===== src/rtl/alu_pkg.sv =====
// ----------------------------------------------------------------------------
// alu_pkg
// Shared definitions for the sequential ALU:
//   - opcode encodings OP_AND .. OP_ROTL
//   - FSM state encoding ST_IDLE / ST_BUSY / ST_DONE
//   - is_multicycle(): opcodes that need the iterative datapath
// ----------------------------------------------------------------------------
package alu_pkg;

    localparam logic [2:0] OP_AND  = 3'b000;
    localparam logic [2:0] OP_OR   = 3'b001;
    localparam logic [2:0] OP_XOR  = 3'b010;
    localparam logic [2:0] OP_NOR  = 3'b011;
    localparam logic [2:0] OP_ADD  = 3'b100;
    localparam logic [2:0] OP_SUB  = 3'b101;
    localparam logic [2:0] OP_MUL  = 3'b110;
    localparam logic [2:0] OP_ROTL = 3'b111;

    typedef enum logic [1:0] {
        ST_IDLE = 2'd0,
        ST_BUSY = 2'd1,
        ST_DONE = 2'd2
    } state_e;

    // MUL and ROTL run through the iterative datapath; a ROTL by zero is
    // short-circuited by the caller.
    function automatic logic is_multicycle(input logic [2:0] op);
        return (op == OP_MUL) || (op == OP_ROTL);
    endfunction

endpackage


===== src/rtl/alu_logic_core.sv =====
// ----------------------------------------------------------------------------
// alu_logic_core
// Purely combinational WIDTH-bit single-cycle ALU (opcodes 000-101).
// Ports:
//   a, b    in   WIDTH  operands
//   op      in   3      opcode (alu_pkg OP_*)
//   result  out  WIDTH  result, modulo 2^WIDTH for ADD/SUB
//   carry   out  1      ADD carry-out / SUB borrow (A<B unsigned); 0 otherwise
// Opcodes 110/111 yield result=0, carry=0 (handled by the iterative path).
// ----------------------------------------------------------------------------
module alu_logic_core
    import alu_pkg::*;
#(
    parameter int WIDTH = 8
)
(
    input  logic [WIDTH-1:0] a,
    input  logic [WIDTH-1:0] b,
    input  logic [2:0]       op,
    output logic [WIDTH-1:0] result,
    output logic             carry
);

    // One extra bit so bit WIDTH carries the carry-out or the borrow.
    logic [WIDTH:0] add_s;
    logic [WIDTH:0] sub_s;

    assign add_s = {1'b0, a} + {1'b0, b};
    assign sub_s = {1'b0, a} - {1'b0, b};

    // Opcode decode for the single-cycle operations.
    always_comb begin
        result = {WIDTH{1'b0}};
        carry  = 1'b0;
        case (op)
            OP_AND: result = a & b;
            OP_OR:  result = a | b;
            OP_XOR: result = a ^ b;
            OP_NOR: result = ~(a | b);
            OP_ADD: begin
                result = add_s[WIDTH-1:0];
                carry  = add_s[WIDTH];
            end
            OP_SUB: begin
                result = sub_s[WIDTH-1:0];
                carry  = sub_s[WIDTH];
            end
            default: begin
                result = {WIDTH{1'b0}};
                carry  = 1'b0;
            end
        endcase
    end

endmodule


===== src/rtl/alu_seq_unit.sv =====
// ----------------------------------------------------------------------------
// alu_seq_unit
// WIDTH-bit ALU with valid/ready handshakes and one operation in flight.
// Logic and ADD/SUB complete in one cycle; MUL is a WIDTH-cycle shift-add;
// ROTL rotates one bit per cycle for B mod WIDTH cycles.
// Ports:
//   clk, rst     in   1      rising-edge clock, synchronous active-high reset
//   in_valid     in   1      operands/opcode presented
//   in_ready     out  1      high in IDLE
//   A, B         in   WIDTH  operands
//   Alu_Sel      in   3      opcode (alu_pkg OP_*)
//   out_valid    out  1      high in DONE
//   out_ready    in   1      consumer takes the result
//   Alu_Out      out  WIDTH  result / low product half
//   Alu_Out_Hi   out  WIDTH  high product half (MUL only, else 0)
//   Carry        out  1      ADD carry / SUB borrow, else 0
//   Zero         out  1      Alu_Out == 0
// ----------------------------------------------------------------------------
module alu_seq_unit
    import alu_pkg::*;
#(
    parameter int WIDTH = 8
)
(
    input  logic             clk,
    input  logic             rst,
    input  logic             in_valid,
    output logic             in_ready,
    input  logic [WIDTH-1:0] A,
    input  logic [WIDTH-1:0] B,
    input  logic [2:0]       Alu_Sel,
    output logic             out_valid,
    input  logic             out_ready,
    output logic [WIDTH-1:0] Alu_Out,
    output logic [WIDTH-1:0] Alu_Out_Hi,
    output logic             Carry,
    output logic             Zero
);

    localparam int CNT_W = $clog2(WIDTH) + 1;

    state_e           state_r;
    logic [2:0]       op_r;
    logic [WIDTH-1:0] a_r;
    logic [WIDTH-1:0] prod_hi_r;
    logic [WIDTH-1:0] prod_lo_r;
    logic [WIDTH-1:0] rot_r;
    logic [CNT_W-1:0] cnt_r;

    logic [WIDTH-1:0] alu_out_r;
    logic [WIDTH-1:0] alu_out_hi_r;
    logic             carry_r;
    logic             zero_r;
    logic             in_ready_r;
    logic             out_valid_r;

    logic [WIDTH-1:0] core_result_s;
    logic             core_carry_s;
    logic [CNT_W-2:0] rot_n_s;
    logic             rotl_bypass_s;
    logic [WIDTH-1:0] single_result_s;
    logic             single_carry_s;
    logic [WIDTH:0]   mul_sum_s;
    logic [WIDTH-1:0] mul_hi_next_s;
    logic [WIDTH-1:0] mul_lo_next_s;
    logic [WIDTH-1:0] rot_next_s;
    logic [WIDTH-1:0] busy_result_s;
    logic [WIDTH-1:0] busy_hi_s;
    logic             last_step_s;

    assign in_ready   = in_ready_r;
    assign out_valid  = out_valid_r;
    assign Alu_Out    = alu_out_r;
    assign Alu_Out_Hi = alu_out_hi_r;
    assign Carry      = carry_r;
    assign Zero       = zero_r;

    alu_logic_core #(
        .WIDTH (WIDTH)
    ) u_core (
        .a      (A),
        .b      (B),
        .op     (Alu_Sel),
        .result (core_result_s),
        .carry  (core_carry_s)
    );

    // Rotate amount is B mod WIDTH; a zero amount finishes in one cycle.
    assign rot_n_s       = B[CNT_W-2:0];
    assign rotl_bypass_s = (Alu_Sel == OP_ROTL) && (rot_n_s == {(CNT_W-1){1'b0}});

    // Single-cycle result: the combinational core, or A itself for ROTL by 0.
    always_comb begin
        single_result_s = core_result_s;
        single_carry_s  = core_carry_s;
        if (rotl_bypass_s) begin
            single_result_s = A;
            single_carry_s  = 1'b0;
        end else begin
            single_result_s = core_result_s;
            single_carry_s  = core_carry_s;
        end
    end

    // One shift-add step: conditionally add A into the high half, then shift
    // {carry, hi, lo} right by one so the next multiplier bit lands in lo[0].
    assign mul_sum_s     = {1'b0, prod_hi_r}
                         + (prod_lo_r[0] ? {1'b0, a_r} : {(WIDTH+1){1'b0}});
    assign mul_hi_next_s = mul_sum_s[WIDTH:1];
    assign mul_lo_next_s = {mul_sum_s[0], prod_lo_r[WIDTH-1:1]};

    assign rot_next_s  = {rot_r[WIDTH-2:0], rot_r[WIDTH-1]};
    assign last_step_s = (cnt_r == CNT_W'(1));

    // Value published when the iterative op finishes on this cycle.
    always_comb begin
        busy_result_s = rot_next_s;
        busy_hi_s     = {WIDTH{1'b0}};
        if (op_r == OP_MUL) begin
            busy_result_s = mul_lo_next_s;
            busy_hi_s     = mul_hi_next_s;
        end else begin
            busy_result_s = rot_next_s;
            busy_hi_s     = {WIDTH{1'b0}};
        end
    end

    // Control FSM, iteration datapath and registered outputs.
    always_ff @(posedge clk) begin
        if (rst) begin
            state_r      <= ST_IDLE;
            op_r         <= 3'b000;
            a_r          <= {WIDTH{1'b0}};
            prod_hi_r    <= {WIDTH{1'b0}};
            prod_lo_r    <= {WIDTH{1'b0}};
            rot_r        <= {WIDTH{1'b0}};
            cnt_r        <= {CNT_W{1'b0}};
            alu_out_r    <= {WIDTH{1'b0}};
            alu_out_hi_r <= {WIDTH{1'b0}};
            carry_r      <= 1'b0;
            zero_r       <= 1'b0;
            in_ready_r   <= 1'b1;
            out_valid_r  <= 1'b0;
        end else begin
            case (state_r)
                ST_IDLE: begin
                    if (in_valid) begin
                        op_r       <= Alu_Sel;
                        a_r        <= A;
                        in_ready_r <= 1'b0;
                        if (is_multicycle(Alu_Sel) && !rotl_bypass_s) begin
                            state_r <= ST_BUSY;
                            if (Alu_Sel == OP_MUL) begin
                                prod_hi_r <= {WIDTH{1'b0}};
                                prod_lo_r <= B;
                                cnt_r     <= CNT_W'(WIDTH);
                            end else begin
                                rot_r <= A;
                                cnt_r <= {1'b0, rot_n_s};
                            end
                        end else begin
                            state_r      <= ST_DONE;
                            out_valid_r  <= 1'b1;
                            alu_out_r    <= single_result_s;
                            alu_out_hi_r <= {WIDTH{1'b0}};
                            carry_r      <= single_carry_s;
                            zero_r       <= (single_result_s == {WIDTH{1'b0}});
                        end
                    end
                end
                ST_BUSY: begin
                    cnt_r <= cnt_r - CNT_W'(1);
                    if (op_r == OP_MUL) begin
                        prod_hi_r <= mul_hi_next_s;
                        prod_lo_r <= mul_lo_next_s;
                    end else begin
                        rot_r <= rot_next_s;
                    end
                    // Intermediate values stay internal; outputs change only here.
                    if (last_step_s) begin
                        state_r      <= ST_DONE;
                        out_valid_r  <= 1'b1;
                        alu_out_r    <= busy_result_s;
                        alu_out_hi_r <= busy_hi_s;
                        carry_r      <= 1'b0;
                        zero_r       <= (busy_result_s == {WIDTH{1'b0}});
                    end
                end
                ST_DONE: begin
                    // Handoff returns to IDLE only; a new accept needs the next edge.
                    if (out_ready) begin
                        state_r     <= ST_IDLE;
                        out_valid_r <= 1'b0;
                        in_ready_r  <= 1'b1;
                    end
                end
                default: begin
                    state_r     <= ST_IDLE;
                    out_valid_r <= 1'b0;
                    in_ready_r  <= 1'b1;
                end
            endcase
        end
    end

endmodule


===== config.mk =====
export PLATFORM = sky130hd
export DESIGN_NAME = alu_seq_unit
export DESIGN_NICKNAME = d
export VERILOG_FILES = /design/src/rtl/alu_pkg.sv /design/src/rtl/alu_logic_core.sv /design/src/rtl/alu_seq_unit.sv
export SDC_FILE = /design/constraint.sdc
export NUM_CORES = 1
export LEC_CHECK = 0
export ABC_AREA = 0
export BUFFER_PORTS_ARGS = -buffer_cell sky130_fd_sc_hd__clkbuf_2
export CAP_MARGIN = 20
export CORE_ASPECT_RATIO = 0.75
export CORE_MARGIN = 1.5
export CORE_UTILIZATION = 25
export CTS_CLUSTER_DIAMETER = 30
export DETAILED_ROUTE_END_ITERATION = 8
export HOLD_SLACK_MARGIN = 0.08
export PLACE_DENSITY = 0.44
export SLEW_MARGIN = 5
export SYNTH_ARGS = -nofsm -noshare
export SYNTH_HDL_FRONTEND = slang
export SYNTH_HIERARCHICAL = 1
export SYNTH_SLANG_ARGS = --single-unit
export TNS_END_PERCENT = 100

===== constraint.sdc =====
create_clock -name clk -period 6.26 [get_ports clk]
set_clock_uncertainty 0.2 [all_clocks]
set_input_delay 0.313 -clock clk [delete_from_list [all_inputs] [get_ports clk]]
set_output_delay 0.313 -clock clk [all_outputs]
set_load 0.01 [all_outputs]

==> metrics, run 1 <==
Reg2Reg Setup Slack 3.28 ns; clock root buffer master clkbuf_16; drt wl/cell 18.0 um; row count 42; clock latency on the worst-skew pair 0.34 ns; critical path class in -> reg; R2R Path Start state_r[0]; Mean Syn Cell Area 8.18 um^2; via count 4451; clk slew on worst S/H paths 0.06 ns; Die ar. 19400 um^2; CP Launch Point B[4]; PD cells 222 nW/um^2; layout cell share with drive strength beyond 1 15.4%; DRT Wirelength 15100 um; IO Port Bufs 42; CTS HTree Levels 3; Area Overhead vs Synth 14.8%; Synthesized Nets 629; Worst slew margin 28.5%; register area share after synthesis 26.3%; top_reg_cell synth dfxtp_1; Via density 5.29; Crit Path Max Fanout 6; CTS resizes 0; Placed Area 5040 um^2; initial antenna violation count 0; # DRC 0; R2R cell count 4; number of global-route vias before repair 4265; Post-synth EDFFs 0; clock buffer depth 2; RSZ-0062 raised after global routing false; drt first pass iters 5; Slew Limit Fails 0; cell area after layout 5340 um^2; Initial Util 25.9%; Fin. Hold Viols 0; Worst Max-Slew Pin Slew 1.07 ns; Synth cell types 72; cells after synthesis 568; Die Width 160 um; Post-Syn Area 4650 um^2; status completed; hpwl dp 11100 um; CP arrival 3.27 ns; die span in y 121 um; fin crit share 51.6%; Ys Warns 6; Global Route Usage Sum 16.1%; CTS tree done; Synth Register Bits 61; Final ANT Viol Nets 0; startpoint types input port; NumNets Final 655; Async S/R FF share, synth 0%; pin count of the biggest net entering global routing 65; IO Pins 43; CP required 6.30 ns; final setup violation count 0; Core ar. 17900 um^2; GRT overflow 0; Placer Congestion 0.874; P_leak 0.00213 uW; Worst Setup End Kind flip-flop; hold crit path type in -> reg; # diodes 0; worst vdd ir 0.104 mV; Tmin final 3.23 ns; Critical Path End Zero; # clock sinks 61; CTS buffer count 9; worst r2r dst Alu_Out_Hi[1]; Max Cap Viol 0; Sum Neg Setup Slack 0 ns; first-pass GRT wire length 24200 um; initial drt markers 329; fmax 0.310 GHz
[final cells by class]
| cell class | instances | area [um^2] |
|---|---|---|
| well taps | 242 | 303 |
| multi-input cells | 444 | 3160 |
| repair buffers | 50 | 277 |
| clock inverters | 4 | 23.8 |
| clock buffers | 12 | 246 |
| inverters | 28 | 105 |
| fillers | 1941 | 12600 |
| flip-flops and latches | 61 | 1220 |
[synth_stat cells, types with 5 or more instances]
library cell | instances | area (um^2)
a211oi_1 | 17 | 128
a21o_1 | 6 | 45.0
a21oi_1 | 29 | 145
a311oi_1 | 11 | 96.3
and2_1 | 12 | 75.1
and3_1 | 9 | 56.3
buf_2 | 9 | 45.0
clkbuf_1 | 20 | 75.1
dfxtp_1 | 61 | 1220
ha_1 | 35 | 438
inv_1 | 28 | 105
mux2_2 | 11 | 124
mux2i_1 | 21 | 210
nand2_1 | 40 | 150
nand2b_1 | 20 | 125
nand3_1 | 16 | 80.1
nor2_1 | 47 | 176
nor2b_1 | 7 | 43.8
nor3_1 | 18 | 90.1
nor4_1 | 6 | 37.5
o211ai_1 | 11 | 82.6
o21ai_0 | 30 | 150
o21bai_1 | 5 | 37.5
o22ai_1 | 8 | 50.1
o32ai_1 | 5 | 43.8
o32ai_2 | 6 | 97.6
or3_1 | 10 | 62.6
[cells by family (layout without fill, tap and decap cells)]
family                     Yosys count  after routing  share of synthesized area (%)
xor gates and xnor gates             4              4                          0.754
AOI/OAI and AO/OA                  162            162                           25.1
muxes                               32             32                           7.19
buffers and inverters               63             94                           5.82
DFF                                 61             61                           26.3
adders and majority gates           38             38                           10.7
and+or+nand+nor                    208            208                           24.1
[worst max-delay path, stage by stage]
cell and delay [ns]:
dlygate4sd3_1 0.52, clkbuf_2 0.13, inv_1 0.06, ha_1 0.35, inv_1 0.15, o311a_1 0.16
or3_1 0.38, a31oi_1 0.21, o31ai_2 0.09, nor4_1 0.34, o211ai_1 0.15, a21o_1 0.20
a311oi_1 0.23
[how the worst min path moves through the flow]
stage / start / endpoint / depth (start not counted)
2_1_floorplan: prod_hi_r[7] / prod_hi_r[7] / 2
3_3_place_gp: prod_hi_r[7] / prod_hi_r[7] / 2
3_5_place_dp: prod_hi_r[7] / prod_hi_r[7] / 2
4_1_cts: B[5] / prod_lo_r[5] / 3
5_1_grt: B[3] / prod_lo_r[3] / 3
6_report: B[5] / prod_lo_r[5] / 3
[cell usage in the layout (no fill, tap or decap), drive strengths merged, types with 6 or more instances in the layout]
| master | instances |
|---|---|
| o21ai | 31 |
| nor4 | 7 |
| clkbuf | 55 |
| o32ai | 11 |
| a21o | 6 |
| dfxtp | 61 |
| and2 | 12 |
| mux2i | 21 |
| nor2 | 47 |
| inv | 28 |
| or3 | 10 |
| o211ai | 11 |
| nand2 | 40 |
| nor3 | 19 |
| and3 | 9 |
| ha | 35 |
| nand3 | 16 |
| o22ai | 9 |
| a21oi | 29 |
| a211oi | 17 |
| mux2 | 11 |
| nor2b | 7 |
| nand2b | 20 |
| a311oi | 11 |
[where the power goes]
part / switching, uW / internal [uW] / total, uW
registers: 29.8 / 414 / 444
clock network: 180 / 277 / 458
logic: 170 / 111 / 281
[state kept, by name, summed over array words and instances, names as in the netlist]
register / count
prod_hi_r: 8
Alu_Out: 8
Zero: 1
a_r: 8
Carry: 1
out_valid: 1
prod_lo_r: 8
cnt_r: 4
rot_r: 8
Alu_Out_Hi: 8
in_ready: 1
op_r: 3
state_r: 2
[repair_timing]
item                                    in CTS  in global routing
buffers inserted                             0                  0
hold buffers                                 2                  0
endpoints found under the setup margin       0                  0
endpoints found under the hold margin        3                  0
[through the flow]
| step | power (uW) | utilization (%) | std cells | setup WS (ns) | hold slack [ns] |
|---|---|---|---|---|---|
| detailed placement | 729 | 28.1 | 822 | 2.85 | 0.255 |
| CTS | 1190 | 29.8 | 840 | 3.07 | 0.0811 |
| floorplan | 638 | - | 568 | 3.47 | 0.236 |
| global route | 1250 | 29.8 | 841 | 2.88 | 0.103 |
| global placement | 727 | 28.1 | 821 | 2.83 | 0.250 |
| finish | 1180 | 29.8 | 841 | 3.03 | 0.0800 |
[routing by layer]
| layer | track usage [%] | share of wire [%] |
|---|---|---|
| met1 | 23.2 | 52 |
| met2 | 24.4 | 43 |
| met3 | 2.94 | 3.9 |
| met4 | 3.97 | 1.4 |
| met5 | 0 | 0 |
(Power assumes the default switching activity.)
==> run 2: changes to the inputs <==
- PLACE_DENSITY: 0.44 -> 0.46
- clock period: 6.26 -> 2.9 ns (I/O delays scaled with it)
==> run 2 against run 1 <==
  * Final cell count is 7.0% higher
  * Cell area rose by 11%
  * Wire length increased by 2.5%
  * Clock power is 120% higher
  * First-iteration DRC count rose by 23%
  * Non-clock buffer count grew 60
  * Critical path type unchanged
  * Critical endpoint unchanged
  * Largest power group unchanged
==> metrics, run 2 (synthesis results as in run 1) <==
worst setup margin 0.145 ns (-2.88 ns); initial drt markers 405 (+23%); final setup violation count 0 (unchanged); row count 42 (unchanged); layout cell share with drive strength beyond 1 23.9% (+8.5 points); Sw Share 31.5% (-0.62 points); Area Overhead vs Synth 27.2%; NumNets Final 715 (+9.2%); clock root buffer master clkbuf_16; CP required 2.94 ns (-3.36 ns); Worst Max-Slew Pin Slew 0.664 ns (-0.408 ns); Via density 5.19 (-2.0%); Worst slew margin 55.7% (+27 points); crit-path cells clkbuf_2 > dlygate4sd3_1 > buf_4 > ha_2 > a21oi_2 > o21ai_1 > o221ai_2 > and4_1 > o32ai_2 > nor4_2 > o211ai_1 > a21o_1 > a311oi_1; # clock sinks 61 (unchanged); setup repair bufs after CTS 0 (unchanged); Clock Power Share 37.6% (-1.1 points); pin count of the biggest net entering global routing 44 (-32%); clk slew on worst S/H paths 0.05 ns (about the same); critical path class in -> reg; # DRC 0 (unchanged); Slew Limit Fails 0 (unchanged); CTS HTree Levels 3 (unchanged); Max Cap Viol 0 (unchanged); Final Total Pwr 2660 uW (+120%); die span in y 121 um (unchanged); Die ar. 19400 um^2 (unchanged); Core ar. 17900 um^2 (unchanged); Layout Cells excl Fill 900 (+7.0%); status completed; Net Sw Power 837 uW (+120%); Fin. Hold Viols 0 (unchanged); Worst Path Buf+Inv 3 (-1); GRT overflow 0 (unchanged); Fin Hold WS 0.0847 ns (+0.00478 ns); most frequent cells in the layout dfxtp_1, buf_4, nor2_1; first-pass GRT wire length 24600 um (+2.0%); fmax 0.363 GHz; startpoint types input port; fin crit share 95.0%; drt wl/cell 17.3 um (-4.2%); initial antenna violation count 0 (unchanged); Placed Area 5430 um^2 (+7.7%); hold path cells 4 (+1); CTS tree done; most common cell after layout, fill and taps aside dfxtp_1; Placer Congestion 0.948 (+8.5%); Final ANT Viol Nets 0 (unchanged); Comb power frac 26.8% (+3.0 points); IO Port Bufs 42 (unchanged); Worst Setup End Kind flip-flop; IO Pins 43 (unchanged); DRT Wirelength 15500 um (+2.5%); drt first pass iters 5 (unchanged); R2R cell count 7 (+3); Crit Path Max Fanout 5 (-1); clock buffer depth 2 (unchanged); P_leak 0.00244 uW (+15%); # diodes 0 (unchanged); CP arrival 2.80 ns (-0.47 ns); PD cells 449 nW/um^2 (+100%); worst vdd ir 0.258 mV (+150%); hpwl dp 12000 um (+7.8%); CP top delay family compound AO/OA/AOI/OAI gates; share of power burned in registers 35.6% (-1.9 points); placed cell count 874 (+6.3%); via count 4668 (+4.9%); Layout fillers 1914 (-1.4%); slowest stage delay, CP 0.56 ns (+0.04 ns); CTS buffer count 9 (unchanged); Setup WS pre-CTS -0.0854 ns (-2.94 ns); cell area after layout 5910 um^2 (+11%); Tmin final 2.75 ns; Power Internal 1820 uW (+130%); Initial Util 25.9% (unchanged); Global Route Usage Sum 16.3% (+0.22 points); Die Width 160 um (unchanged); clock latency on the worst-skew pair 0.33 ns (about the same); CP max-delay cell dlygate4sd3_1; hold crit path type in -> reg; number of global-route vias before repair 4410 (+3.4%); Worst path depth 13 (unchanged)
run 2: final timing paths:
check                                  start             to  slack, ns
worst min-delay path                in_valid       in_ready       0.08
worst min register to register  prod_hi_r[7]   prod_hi_r[7]       0.26
worst max register to register  prod_lo_r[0]  Alu_Out_Hi[5]       0.26
worst max-delay path                    B[3]           Zero       0.15
run 2: final cells by class:
class	count	area (um^2)	share of cell area (%)
Multi-Input combinational cell	444	3250	55.0
Sequential cell	61	1220	20.7
Timing Repair Buffer	110	756	12.8
Tap cell	242	303	5.12
Clock buffer	11	253	4.27
Inverter	28	105	1.78
Clock inverter	4	23.8	0.402
run 2: repair_timing:
action,4_1_cts,5_1_grt
endpoints found under the setup margin,0,2
hold buffers,12,0
hold endpoints to repair,14,0
gates resized for setup,0,18
run 2: per-stage QoR:
step / util [%] / TNS [ns]
after global placement: 30.3 / -0.0268
after floorplan: - / 0
after detailed placement: 30.3 / -0.0854
after CTS: 32.5 / 0
final: 33.0 / 0
after global routing: 33.0 / -0.0150
run 2: worst register-to-register path, cell delays in order, from the launching register on:
cell and delay [ns]:
dfxtp_1 0.37, and2_1 0.18, ha_1 0.22, fa_1 0.45, a21o_1 0.19, a221oi_1 0.37
mux2_2 0.44, o22ai_1 0.15
run 2: per-layer routing:
layer,vias to the layer above,global-route usage (%),wire length (um)
li1,2280,-,-
met1,2231,23.8,7910
met2,141,24.5,6630
met3,16,3.25,827
met4,0,3.33,167
met5,-,0,0
run 2: power by group through the flow:
| stage | clock, uW | sequential (uW) | combinational (uW) |
|---|---|---|---|
| 3_5_place_dp | 0 | 963 | 670 |
| 5_1_grt | 1060 | 955 | 778 |
| 2_1_floorplan | 0 | 948 | 428 |
| 6_report | 997 | 946 | 712 |
| 3_3_place_gp | 0 | 960 | 668 |
| 4_1_cts | 1020 | 945 | 687 |
